==> config.mk <==
export PLATFORM = sky130hd
export DESIGN_NAME = modulo_n_adj_counter
export DESIGN_NICKNAME = d
export VERILOG_FILES = /design/src/rtl/modulo_n_adj_counter.sv
export SDC_FILE = /design/constraint.sdc
export NUM_CORES = 1
export LEC_CHECK = 0
export ABC_AREA = 1
export BUFFER_PORTS_ARGS = -buffer_cell sky130_fd_sc_hd__buf_2
export CAP_MARGIN = 20
export CORE_MARGIN = 1
export CORE_UTILIZATION = 55
export CTS_BUF_LIST = sky130_fd_sc_hd__clkbuf_8
export CTS_CLUSTER_DIAMETER = 120
export CTS_CLUSTER_SIZE = 28
export DETAILED_ROUTE_END_ITERATION = 7
export PLACE_DENSITY = 0.85
export SLEW_MARGIN = 30
export SYNTH_ARGS = -nofsm -noshare
export SYNTH_HDL_FRONTEND = slang
export SYNTH_SLANG_ARGS = --single-unit
==> constraint.sdc <==
create_clock -name clk -period 2.55 [get_ports clk]
set_clock_uncertainty 0.15 [all_clocks]
set_input_delay 0 -clock clk [delete_from_list [all_inputs] [get_ports clk]]
set_output_delay 0 -clock clk [all_outputs]
set_load 0.005 [all_outputs]
==> src/rtl/modulo_n_adj_counter.sv <==
// -----------------------------------------------------------------------------
// modulo_n_adj_counter
//
// Modulo-MOD up/down counter for one time-of-day field (seconds, minutes or
// hours). It has a synchronous load, registered carry/borrow pulses for
// cascading into the next field, and a button-adjust FSM with
// hold-to-auto-repeat.
//
// Parameters: the count runs 0..MOD-1 in a WIDTH-bit register and resets to
// RST_VAL. A held button auto-repeats after HOLD_CYCLES, then every
// REPEAT_CYCLES.
//
// Ports:
//   clk        rising-edge system clock
//   rst        synchronous reset, active-high, highest priority
//   en         one-cycle count tick
//   upDown     tick direction, 1 = up, 0 = down
//   adj_up     debounced increment-adjust button level
//   adj_down   debounced decrement-adjust button level
//   load       synchronous load strobe
//   load_val   value to load; values >= MOD are clamped to MOD-1
//   count      registered current value
//   carry      one-cycle pulse after a tick wraps MOD-1 -> 0
//   borrow     one-cycle pulse after a tick wraps 0 -> MOD-1
//   adj_active high while the adjust FSM is not IDLE
//   bcd_tens   (MODN_BCD_EN only) count / 10
//   bcd_ones   (MODN_BCD_EN only) count % 10
//   dbg_state  adjust FSM state: 0 = IDLE, 1 = DELAY, 2 = REPEAT
//
// Optional feature: define MODN_BCD_EN to add the combinational BCD outputs.
// That build requires MOD <= 100.
//
// Handshake: there is no valid/ready handshake. en, load and the button
// levels are sampled on every rising clk edge, and the outputs change only on
// that edge.
//
// Update priority within one cycle: rst > load > adjust step > en tick.
// -----------------------------------------------------------------------------
module modulo_n_adj_counter #(
  parameter int WIDTH         = 5,
  parameter int MOD           = 24,
  parameter int RST_VAL       = 0,
  parameter int HOLD_CYCLES   = 500,
  parameter int REPEAT_CYCLES = 100
) (
  input  logic             clk,
  input  logic             rst,
  input  logic             en,
  input  logic             upDown,
  input  logic             adj_up,
  input  logic             adj_down,
  input  logic             load,
  input  logic [WIDTH-1:0] load_val,
  output logic [WIDTH-1:0] count,
  output logic             carry,
  output logic             borrow,
  output logic             adj_active,
`ifdef MODN_BCD_EN
  output logic [3:0]       bcd_tens,
  output logic [3:0]       bcd_ones,
`endif
  output logic [1:0]       dbg_state
);

  // The timer only needs to reach max(HOLD, REPEAT)-1. It is kept at least
  // one bit wide so that degenerate parameter sets still elaborate.
  localparam int TMAX = (HOLD_CYCLES > REPEAT_CYCLES) ? HOLD_CYCLES : REPEAT_CYCLES;
  localparam int TW   = (TMAX > 1) ? $clog2(TMAX) : 1;

  localparam logic [WIDTH-1:0] L_TOP       = WIDTH'(MOD - 1);
  localparam logic [WIDTH-1:0] L_RST       = WIDTH'(RST_VAL);
  localparam logic [TW-1:0]    L_HOLD_LAST = TW'(HOLD_CYCLES - 1);
  localparam logic [TW-1:0]    L_REP_LAST  = TW'(REPEAT_CYCLES - 1);

  typedef enum logic [1:0] {
    S_IDLE   = 2'd0,
    S_DELAY  = 2'd1,
    S_REPEAT = 2'd2
  } state_t;

  state_t           r_state, w_state_nxt;
  logic [TW-1:0]    r_timer, w_timer_nxt;
  logic             r_dir,   w_dir_nxt;     // latched direction, 1 = up
  logic [WIDTH-1:0] r_count, w_count_nxt;
  logic             r_carry, w_carry_nxt;
  logic             r_borrow, w_borrow_nxt;

  logic             w_press;
  logic             w_abort;
  logic             w_step;
  logic [WIDTH-1:0] w_inc;
  logic [WIDTH-1:0] w_dec;

  // A press is exactly one button. Both buttons together count as no press.
  assign w_press = adj_up ^ adj_down;
  // Leave DELAY/REPEAT on release, on both buttons, or on a direction change.
  // A direction change costs one edge in IDLE before the new press is taken.
  assign w_abort = !w_press || (adj_up != r_dir);

  assign w_inc = (r_count == L_TOP)    ? '0    : r_count + 1'b1;
  assign w_dec = (r_count == '0)       ? L_TOP : r_count - 1'b1;

  // Adjust FSM: next state, timer and step request.
  always_comb begin
    w_state_nxt = r_state;
    w_timer_nxt = r_timer;
    w_dir_nxt   = r_dir;
    w_step      = 1'b0;
    case (r_state)
      S_IDLE: begin
        if (w_press) begin
          w_step      = 1'b1;
          w_dir_nxt   = adj_up;
          w_state_nxt = S_DELAY;
          w_timer_nxt = '0;
        end
      end
      S_DELAY: begin
        if (w_abort) begin
          w_state_nxt = S_IDLE;
          w_timer_nxt = '0;
        end else if (r_timer == L_HOLD_LAST) begin
          w_step      = 1'b1;
          w_state_nxt = S_REPEAT;
          w_timer_nxt = '0;
        end else begin
          w_timer_nxt = r_timer + 1'b1;
        end
      end
      S_REPEAT: begin
        if (w_abort) begin
          w_state_nxt = S_IDLE;
          w_timer_nxt = '0;
        end else if (r_timer == L_REP_LAST) begin
          w_step      = 1'b1;
          w_timer_nxt = '0;
        end else begin
          w_timer_nxt = r_timer + 1'b1;
        end
      end
      default: begin
        w_state_nxt = S_IDLE;
        w_timer_nxt = '0;
      end
    endcase
  end

  // Count datapath. A load overrides and discards a step due in the same
  // cycle, but it leaves the FSM alone. Ticks only act while the FSM is idle.
  always_comb begin
    w_count_nxt  = r_count;
    w_carry_nxt  = 1'b0;
    w_borrow_nxt = 1'b0;
    if (load) begin
      w_count_nxt = (load_val > L_TOP) ? L_TOP : load_val;
    end else if (w_step) begin
      // During a step adj_up always matches the latched direction, because a
      // mismatch aborts the FSM instead of stepping.
      w_count_nxt = adj_up ? w_inc : w_dec;
    end else if (en && (r_state == S_IDLE)) begin
      if (upDown) begin
        w_count_nxt = w_inc;
        w_carry_nxt = (r_count == L_TOP);
      end else begin
        w_count_nxt  = w_dec;
        w_borrow_nxt = (r_count == '0);
      end
    end
  end

  always_ff @(posedge clk) begin
    if (rst) begin
      r_state  <= S_IDLE;
      r_timer  <= '0;
      r_dir    <= 1'b0;
      r_count  <= L_RST;
      r_carry  <= 1'b0;
      r_borrow <= 1'b0;
    end else begin
      r_state  <= w_state_nxt;
      r_timer  <= w_timer_nxt;
      r_dir    <= w_dir_nxt;
      r_count  <= w_count_nxt;
      r_carry  <= w_carry_nxt;
      r_borrow <= w_borrow_nxt;
    end
  end

  assign count      = r_count;
  assign carry      = r_carry;
  assign borrow     = r_borrow;
  assign adj_active = (r_state != S_IDLE);
  assign dbg_state  = r_state;

`ifdef MODN_BCD_EN
  if (MOD > 100) begin : g_bcd_range
    $error("modulo_n_adj_counter: MODN_BCD_EN requires MOD <= 100");
  end
  assign bcd_tens = 4'(int'(r_count) / 10);
  assign bcd_ones = 4'(int'(r_count) % 10);
`endif

endmodule

==> results.md, run 1 <==
- The flow ran to the end, and the final reports show no timing, DRC or antenna violations.
- The kind of end point of the critical path is a register.
- In this run the deepest clock path goes through 2 buffers.
- The post-synthesis cell count is 222.
- By area the synthesized netlist is led by sky130_fd_sc_hd__dfxtp_1, sky130_fd_sc_hd__nand2_1, sky130_fd_sc_hd__nand3_1.
- Timing would allow up to 527 MHz.
- Detailed routing inserted a total of 1492 vias.
- The end of the worst register-to-register path is count[0].
- The total clock sinks is 19.
- Measured against its own limit, the worst slew margin works out to 75.1%.
- The count of cells in the finished layout, fillers not included, comes to 281.
- The TritonCTS clock tree is yes.
- The total internal power is 0.640 mW.
- The number of antenna diodes in the final layout is 0.
- The startpoint of the most critical setup path is count[0].
- The number of DRC violations after detailed-routing iteration 0 is 86.
- The die span in y is 53.8 um.
- The first global-routing pass estimated 5.13 mm of wire.
- Registers are responsible for 34.3% of the overall power.
- The net count of the finished layout is 271.
- Row generation in the floorplan step produced 18 rows.
- The worst register-to-register path has a setup slack of 0.65 ns.
- The clock period minus final worst setup slack is 1.90 ns.
- The worst setup path is of the register to register kind.
- The final setup slack of the worst path is 0.652 ns.
- The largest total area in the synthesized netlist belongs to sky130_fd_sc_hd__dfxtp_1.
- After global routing the overflow that remains totals 0.
- The insertion delay to the later sink of the worst-skew pair is 0.26 ns.
- For this run, design rule violations remaining after detail routing come to 0.
- The clock transition time at the flip-flop clock pins of the worst setup and hold paths is 0.07 ns.
- Per report_power, the clock group accounts for 18.5% of the total.
- The worst setup timing slack at the placement stage is 0.714 ns.
- After synthesis, the netlist uses 31 different library cells.
- The number of endpoints with negative hold slack in the final report is 0.
- The transition time at the pin with the least slew margin is 0.374 ns.
- For this design the top-level I/O count stands at 22.
- The routed design has 3.27 mm of wire.
- In this run the worst setup path terminates at count[0].
- Setup repair after global routing left no endpoint under its margin.
- The die covers 2890 sq um.
- The dominant synthesized flop cell is sky130_fd_sc_hd__dfxtp_1.
- The share of final-layout standard cells stronger than drive strength 1 is 19.5%.
- The final count of pins violating max slew is 0.
- The synthesized design devotes to its leading area cell type 25.8% of total area.
- Each instance of the synthesized netlist takes up on average 6.64 sq um.
- The starting utilization of the core area is 59.0%.
- The share of the Yosys chip area taken by registers is 25.8%.
- The detailed placement HPWL is 2.29 mm.
- The combinational fraction of design power is 47.2%.
- Summing all flip-flop and latch instances after layout gives 380 sq um.
- The weighted congestion at the end of routability-driven global placement is 0.925.
- The number of nets with antenna violations after routing is 0.
- Summing all multi-input logic gate instances after layout gives 927 sq um.
- During placement, the flow inserted port buffers numbering 21.
- Setup violations remaining at the end of the flow were counted as 0.
- The power density over cell area is 657 nW/um^2.
- The class of the tightest hold or removal check is input port to register.
- The root buffer selected by CTS is sky130_fd_sc_hd__clkbuf_8.
- The critical-path maximum fanout is 8.
- Dividing the final minimum period by the clock period gives 74.4%.
- The via count normalized by instance count is 5.31.
- In this run the critical register-to-register path is launched from count[0].
- Counting flops and latches in the post-synthesis netlist gives 19.
- The largest net degree at the start of global routing is 12.
- The number of warnings printed during yosys synthesis is 0.
- The wire length per cell after detailed routing is 11.6 um.
- The number of buffers inserted during clock tree synthesis is 3.
- Counting flops with a built-in enable in the synthesized netlist gives 0.
- The via count of the first global-routing pass is 1227.
- The number of setup buffers added after CTS is 0.
- Of all flip-flops after synthesis, the portion carrying an async set or reset was 0%.
- The die width is 53.8 um.
- The data required time of the critical path is 2.56 ns.
- The maximum level of the CTS H-tree is 1.
- The worst IR drop on VDD is 520 uV.
- The total global-route track usage is 24.6%.
- The post-placement cell area is 1580 sq um.
- Summed over all nets, the switching power comes to 0.485 mW.
- The path depth of the worst reg2reg path is 10.
- Net switching is 43.1% of the power.
- The first TritonRoute pass finished after 6 iterations.
- The data arrival time of the worst path is 1.90 ns.
- In this run the standard cell core region covers 2500 sq um.
- The total of fill cells in the finished design is 216.
- Max-cap violations in this run came to 0.
- Compared with the post-synthesis result, the final layout area differs by 15.9%.
- The cell area that synthesis handed to floorplanning was 1480 sq um.
- For this design the static power due to leakage is 0.805 nW.
- The number of placed instances, taps included, is 268.
- The sum of negative setup slack is 0 ns.
- The number of antenna violations at the first check in global routing is 0.
- The number of nets produced by synthesis is 241.
- The category of the worst setup path launch point is a register.
- The final non-filler cell area is 1710 sq um.
placed cells by master, fill, tap and decap left out:
master / n
sky130_fd_sc_hd__nand2_1: 51
sky130_fd_sc_hd__inv_1: 30
sky130_fd_sc_hd__nand3_1: 24
sky130_fd_sc_hd__buf_2: 21
sky130_fd_sc_hd__dfxtp_1: 19
sky130_fd_sc_hd__nor2_1: 18
sky130_fd_sc_hd__a21oi_1: 12
sky130_fd_sc_hd__nand4_1: 10
sky130_fd_sc_hd__o21ai_0: 10
sky130_fd_sc_hd__dlygate4sd3_1: 9
sky130_fd_sc_hd__ha_1: 7
sky130_fd_sc_hd__nand2_2: 6
sky130_fd_sc_hd__nand3_2: 5
sky130_fd_sc_hd__nor3_1: 4
sky130_fd_sc_hd__xor2_1: 4
sky130_fd_sc_hd__clkbuf_8: 3
sky130_fd_sc_hd__a21oi_2: 2
sky130_fd_sc_hd__nor2_2: 2
sky130_fd_sc_hd__inv_2: 2
sky130_fd_sc_hd__nor3b_2: 2
sky130_fd_sc_hd__xor2_2: 1
sky130_fd_sc_hd__inv_6: 1
sky130_fd_sc_hd__a21boi_2: 1
sky130_fd_sc_hd__nand3_4: 1
sky130_fd_sc_hd__nand2_4: 1
sky130_fd_sc_hd__o21ai_1: 1
sky130_fd_sc_hd__o21a_1: 1
sky130_fd_sc_hd__xnor2_1: 1
sky130_fd_sc_hd__or2_2: 1
sky130_fd_sc_hd__a31oi_1: 1
synth_stat cells, types with 2 or more instances:
cell                      number
sky130_fd_sc_hd__buf_6         2
sky130_fd_sc_hd__nor2_2        2
sky130_fd_sc_hd__nand2_2       6
sky130_fd_sc_hd__ha_1          7
sky130_fd_sc_hd__nand2_1      51
sky130_fd_sc_hd__xor2_1        4
sky130_fd_sc_hd__nor2_1       18
sky130_fd_sc_hd__a21oi_1      12
sky130_fd_sc_hd__nor3_1        4
sky130_fd_sc_hd__dfxtp_1      19
sky130_fd_sc_hd__a21oi_2       2
sky130_fd_sc_hd__nand3_1      24
sky130_fd_sc_hd__inv_1        29
sky130_fd_sc_hd__inv_2         2
sky130_fd_sc_hd__nand4_1      10
sky130_fd_sc_hd__nand3_2       5
sky130_fd_sc_hd__o21ai_0      10
sky130_fd_sc_hd__nor3b_2       2
metrics by stage:
step                util (%)  total power [mW]  hold WS [ns]
floorplan                  -             0.780       -0.0809
global placement        63.0             0.887         0.101
detailed placement      63.0             0.896         0.106
CTS                     68.4              1.12        0.0474
global route            68.4              1.22        0.0808
finish                  68.4              1.12        0.0546
state kept, by name (all words and copies together), names as in the netlist:
register   flops
r_timer        9
count          5
dbg_state      2
borrow         1
carry          1
r_dir          1
worst max-delay path: stages, from the launching register on:
cell,delay [ns]
sky130_fd_sc_hd__dfxtp_1,0.46
sky130_fd_sc_hd__inv_1,0.10
sky130_fd_sc_hd__ha_1,0.25
sky130_fd_sc_hd__nand3_1,0.17
sky130_fd_sc_hd__nand2_1,0.10
sky130_fd_sc_hd__nand2_1,0.06
sky130_fd_sc_hd__o21ai_0,0.10
sky130_fd_sc_hd__nand3_1,0.12
sky130_fd_sc_hd__nand2_1,0.07
sky130_fd_sc_hd__a21oi_1,0.16
sky130_fd_sc_hd__nor2_1,0.05
area by class of cell:
cell class | count | share of cell area, %
multi-input cells | 166 | 54.2
well taps | 30 | 2.19
clock buffers | 3 | 2.41
repair buffers | 30 | 11.4
inverters | 32 | 7.32
flip-flops and latches | 19 | 22.2
clock inverters | 1 | 0.219
routing by layer:
metal  track usage [%]  wire [um]  vias to the layer above
li1                  -          -                      783
met1              28.9       1520                      664
met2              44.2       1570                       41
met3              5.93        152                        4
met4              5.70         27                        0
met5                 0          0                        -
timing repair:
item	in CTS	in global routing
resized for setup	0	0
hold buffers	9	0
endpoints found under the hold margin	11	0
power by group through the flow:
stage,combinational [mW],sequential (mW),clock [mW]
finish,0.531,0.386,0.208
global route,0.598,0.390,0.230
CTS,0.522,0.384,0.215
detailed placement,0.504,0.391,0
global placement,0.498,0.390,0
floorplan,0.404,0.376,0
worst min-delay path by stage:
| stage | end | depth (start not counted) | from | slack (ns) |
|---|---|---|---|---|
| floorplan | dbg_state[0] | 1 | rst | -0.08 |
| global placement | r_timer[1] | 2 | rst | 0.10 |
| detailed placement | r_dir | 2 | rst | 0.11 |
| CTS | dbg_state[1] | 5 | adj_down | 0.05 |
| global route | dbg_state[1] | 5 | adj_down | 0.08 |
| finish | dbg_state[1] | 5 | adj_down | 0.05 |
logic make-up after synthesis:
| logic type | after synthesis | share of synthesized area (%) |
|---|---|---|
| fa+ha+maj | 7 | 5.94 |
| compound gates | 28 | 10.7 |
| simple gates | 125 | 42.2 |
| flops | 19 | 25.8 |
| xor+xnor | 6 | 4.07 |
| buf+inv | 37 | 11.4 |
(Power assumes the default switching activity.)
==> inputs of run 2 (changes only) <==
--- a/config.mk
+++ b/config.mk
@@ -9,12 +9,12 @@
 export BUFFER_PORTS_ARGS = -buffer_cell sky130_fd_sc_hd__buf_2
 export CAP_MARGIN = 20
 export CORE_MARGIN = 1
-export CORE_UTILIZATION = 55
+export CORE_UTILIZATION = 53
 export CTS_BUF_LIST = sky130_fd_sc_hd__clkbuf_8
 export CTS_CLUSTER_DIAMETER = 120
 export CTS_CLUSTER_SIZE = 28
 export DETAILED_ROUTE_END_ITERATION = 7
-export PLACE_DENSITY = 0.85
+export PLACE_DENSITY = 0.86
 export SLEW_MARGIN = 30
 export SYNTH_ARGS = -nofsm -noshare
 export SYNTH_HDL_FRONTEND = slang
==> constraint.sdc (replaced) <==
create_clock -name clk -period 1.5 [get_ports clk]
set_clock_uncertainty 0.15 [all_clocks]
set_input_delay 0 -clock clk [delete_from_list [all_inputs] [get_ports clk]]
set_output_delay 0 -clock clk [all_outputs]
set_load 0.005 [all_outputs]
==> run 2 against run 1 <==
  * The flow now finishes with violations (negative setup slack)
  * Core utilization grew 20 points
  * Worst hold slack got worse by 0.040 ns
  * Final cell count increased by 16%
  * Fmax rose by 2.0%
  * Sequential share of layout area fell by 4.5 points
  * Largest power group unchanged
  * Critical path type unchanged
==> results.md, run 2 (same netlist as run 1, synthesis figures left out) <==
- The run finished, with violations left.
- The checks that failed: negative setup slack.
- The number of DRC violations after detailed-routing iteration 0 is 158 (+84%).
- The number of nets with antenna violations after routing was 0 (unchanged).
- The total clock sinks is 19 (unchanged).
- The detailed-router iteration count before antenna repair is 8 (+2).
- The total of fill cells in the finished design came to 135 (-38%).
- The net count of the finished layout is 315 (+16%).
- The maximum count of clock buffers along a single path is 2 (unchanged).
- The most common library cell in the layout ignoring fill and taps is sky130_fd_sc_hd__nand2_1.
- The via count normalized by instance count was 6.07 (+14%).
- The share of the clock period used by the worst path after layout was 124% (+50 points).
- The worst IR drop on VDD is 947 uV (+82%).
- The clock period minus final worst setup slack is 1.86 ns (-0.0374 ns).
- The detailed placement HPWL was 2.82 mm (+23%).
- The data required time of the critical path is 1.55 ns (-1.01 ns).
- The top-level port count is 22 (unchanged).
- Setup repair after global routing could not meet its margin everywhere.
- The final antenna diode count is 0 (unchanged).
- The via count came to 1972 (+32%).
- The count of buffers from port buffering is 21 (unchanged).
- The class of the tightest hold or removal check is input port to register.
- The number of flip-flops under the largest register name is 9 (unchanged).
- The data arrival time of the worst path is 1.91 ns (about the same).
- The sum of overflow across all layers after global routing is 0 (unchanged).
- The final count of pins violating max slew was 0 (unchanged).
- The signed area change from the synthesized netlist to the final layout is 52.4%.
- The starting utilization of the core area came to 58.0% (-1.0 points).
- The final standard cell utilization of the core is 88.3% (+20 points).
- The power density over cell area is 1190 nW/um^2 (+81%).
- The upper clock frequency limit is 537 MHz (+2.0%).
- The total number of placement rows is 18 (unchanged).
- The number of endpoints with negative hold slack in the final report was 0 (unchanged).
- The root buffer selected by CTS is sky130_fd_sc_hd__clkbuf_8.
- The floorplan die area came to 3000 sq um (+3.6%).
- The largest register by flop count is r_timer.
- The category of the worst setup path launch point is a register.
- The final setup slack of the worst path is -0.361 ns (-1.01 ns).
- The die width is 54.8 um (+1.8%).
- The maximum level of the CTS H-tree is 1 (unchanged).
- The worst setup path is captured at a register.
- The die span in y is 54.8 um (+1.8%).
- The clock transition time at the flip-flop clock pins of the worst setup and hold paths is 0.08 ns (about the same).
- The number of antenna violations at the first check in global routing is 0 (unchanged).
- The total global-route track usage is 29.5% (+4.9 points).
- In the layout the commonest cells are sky130_fd_sc_hd__nand2_1, sky130_fd_sc_hd__buf_4, sky130_fd_sc_hd__inv_1.
- The number of buffers inserted during clock tree synthesis is 3 (unchanged).
- The global-route wire length before repair is 6.40 mm (+25%).
- The critical-path maximum fanout is 5 (-3).
- TritonCTS built the clock tree.
- The insertion delay to the later sink of the worst-skew pair is 0.27 ns (about the same).
- The weighted congestion at the end of routability-driven global placement is 0.970 (+4.9%).
- The headroom to the max-slew limit is 67.4% (-7.7 points).
- The setup path with the least slack is of type register to register.
- The post-route DRC violation count was 0 (unchanged).
- The count of endpoints failing setup in the final report is 19 (+19).
- The max-cap check violation count was 0 (unchanged).
- The via count of the first global-routing pass is 1502 (+22%).
- The share of final-layout standard cells stronger than drive strength 1 is 45.4% (+26 points).
- The post-detailed-routing wire length was 6.03 mm (+84%).
- The number of instances on the worst hold path was 5 (unchanged).
- The tightest hold margin is 0.0141 ns (-0.0405 ns).
- The wire length per cell after detailed routing is 18.5 um (+59%).
- The reported leakage power is 1.04 nW (+29%).
- The overall power of the completed layout is 2.67 mW (+140%).
- The path depth of the worst reg2reg path is 10 (unchanged).
- The transition time at the pin with the least slew margin is 0.489 ns (+0.115 ns).
- The core box area is 2540 sq um (+1.8%).
- The largest net degree at the start of global routing is 12 (unchanged).
run 2: repair_timing:
action                     CTS  global route
pin swaps                    5            16
gates cloned                 0             1
hold endpoints to repair    10             0
setup endpoints to repair   18            18
resized for setup           10            37
buffers inserted             1             6
hold buffers                 8             0
run 2: layer usage:
layer | GRT usage, % | share of wire [%] | vias to the layer above
met5 | 0 | 0 | -
met4 | 9.40 | 6.4 | 0
met3 | 3.61 | 11 | 61
met2 | 47.8 | 46 | 179
met1 | 40.0 | 37 | 862
li1 | - | - | 870
run 2: power breakdown:
group,internal (mW),total [mW],switching [mW]
registers,0.576,0.676,0.0995
clock network,0.185,0.379,0.193
logic,0.695,1.62,0.923
total,1.46,2.67,1.22
run 2: area by class of cell:
type,instances,area (sq um),share of cell area (%)
multi-input combinational,167,1110,49.4
clock inverter,1,5.00,0.223
timing repair buffer,73,523,23.3
tap,30,37.5,1.67
inverter,32,133,5.90
sequential,19,399,17.8
clock buffer,3,41.3,1.84
run 2: path summary, 6_finish.rpt:
path               startpoint    endpoint  slack, ns
hold / removal    load_val[1]    count[1]       0.01
hold reg to reg    r_timer[2]  r_timer[2]       0.41
setup / recovery   r_timer[0]    count[2]      -0.36
setup reg to reg   r_timer[0]    count[2]      -0.36
run 2: metrics by stage:
step	cell area [sq um]	instances	setup slack, ns	TNS, ns
2_1_floorplan	1520	222	-0.0768	-0.227
3_3_place_gp	1890	305	-0.126	-0.764
3_5_place_dp	1890	305	-0.177	-1.31
4_1_cts	2050	318	-0.182	-1.82
5_1_grt	2250	325	-0.585	-4.58
6_report	2250	325	-0.361	-3.55
run 2: critical path, cell delays in order (launching register included):
cell                      delay (ns)
sky130_fd_sc_hd__dfxtp_2        0.38
sky130_fd_sc_hd__ha_4           0.18
sky130_fd_sc_hd__nand3_4        0.10
sky130_fd_sc_hd__nor2_4         0.17
sky130_fd_sc_hd__nand2_2        0.08
sky130_fd_sc_hd__nand3_4        0.12
sky130_fd_sc_hd__buf_4          0.17
sky130_fd_sc_hd__nand3_1        0.09
sky130_fd_sc_hd__nand3_1        0.12
sky130_fd_sc_hd__nand2_1        0.08
sky130_fd_sc_hd__a21oi_1        0.13
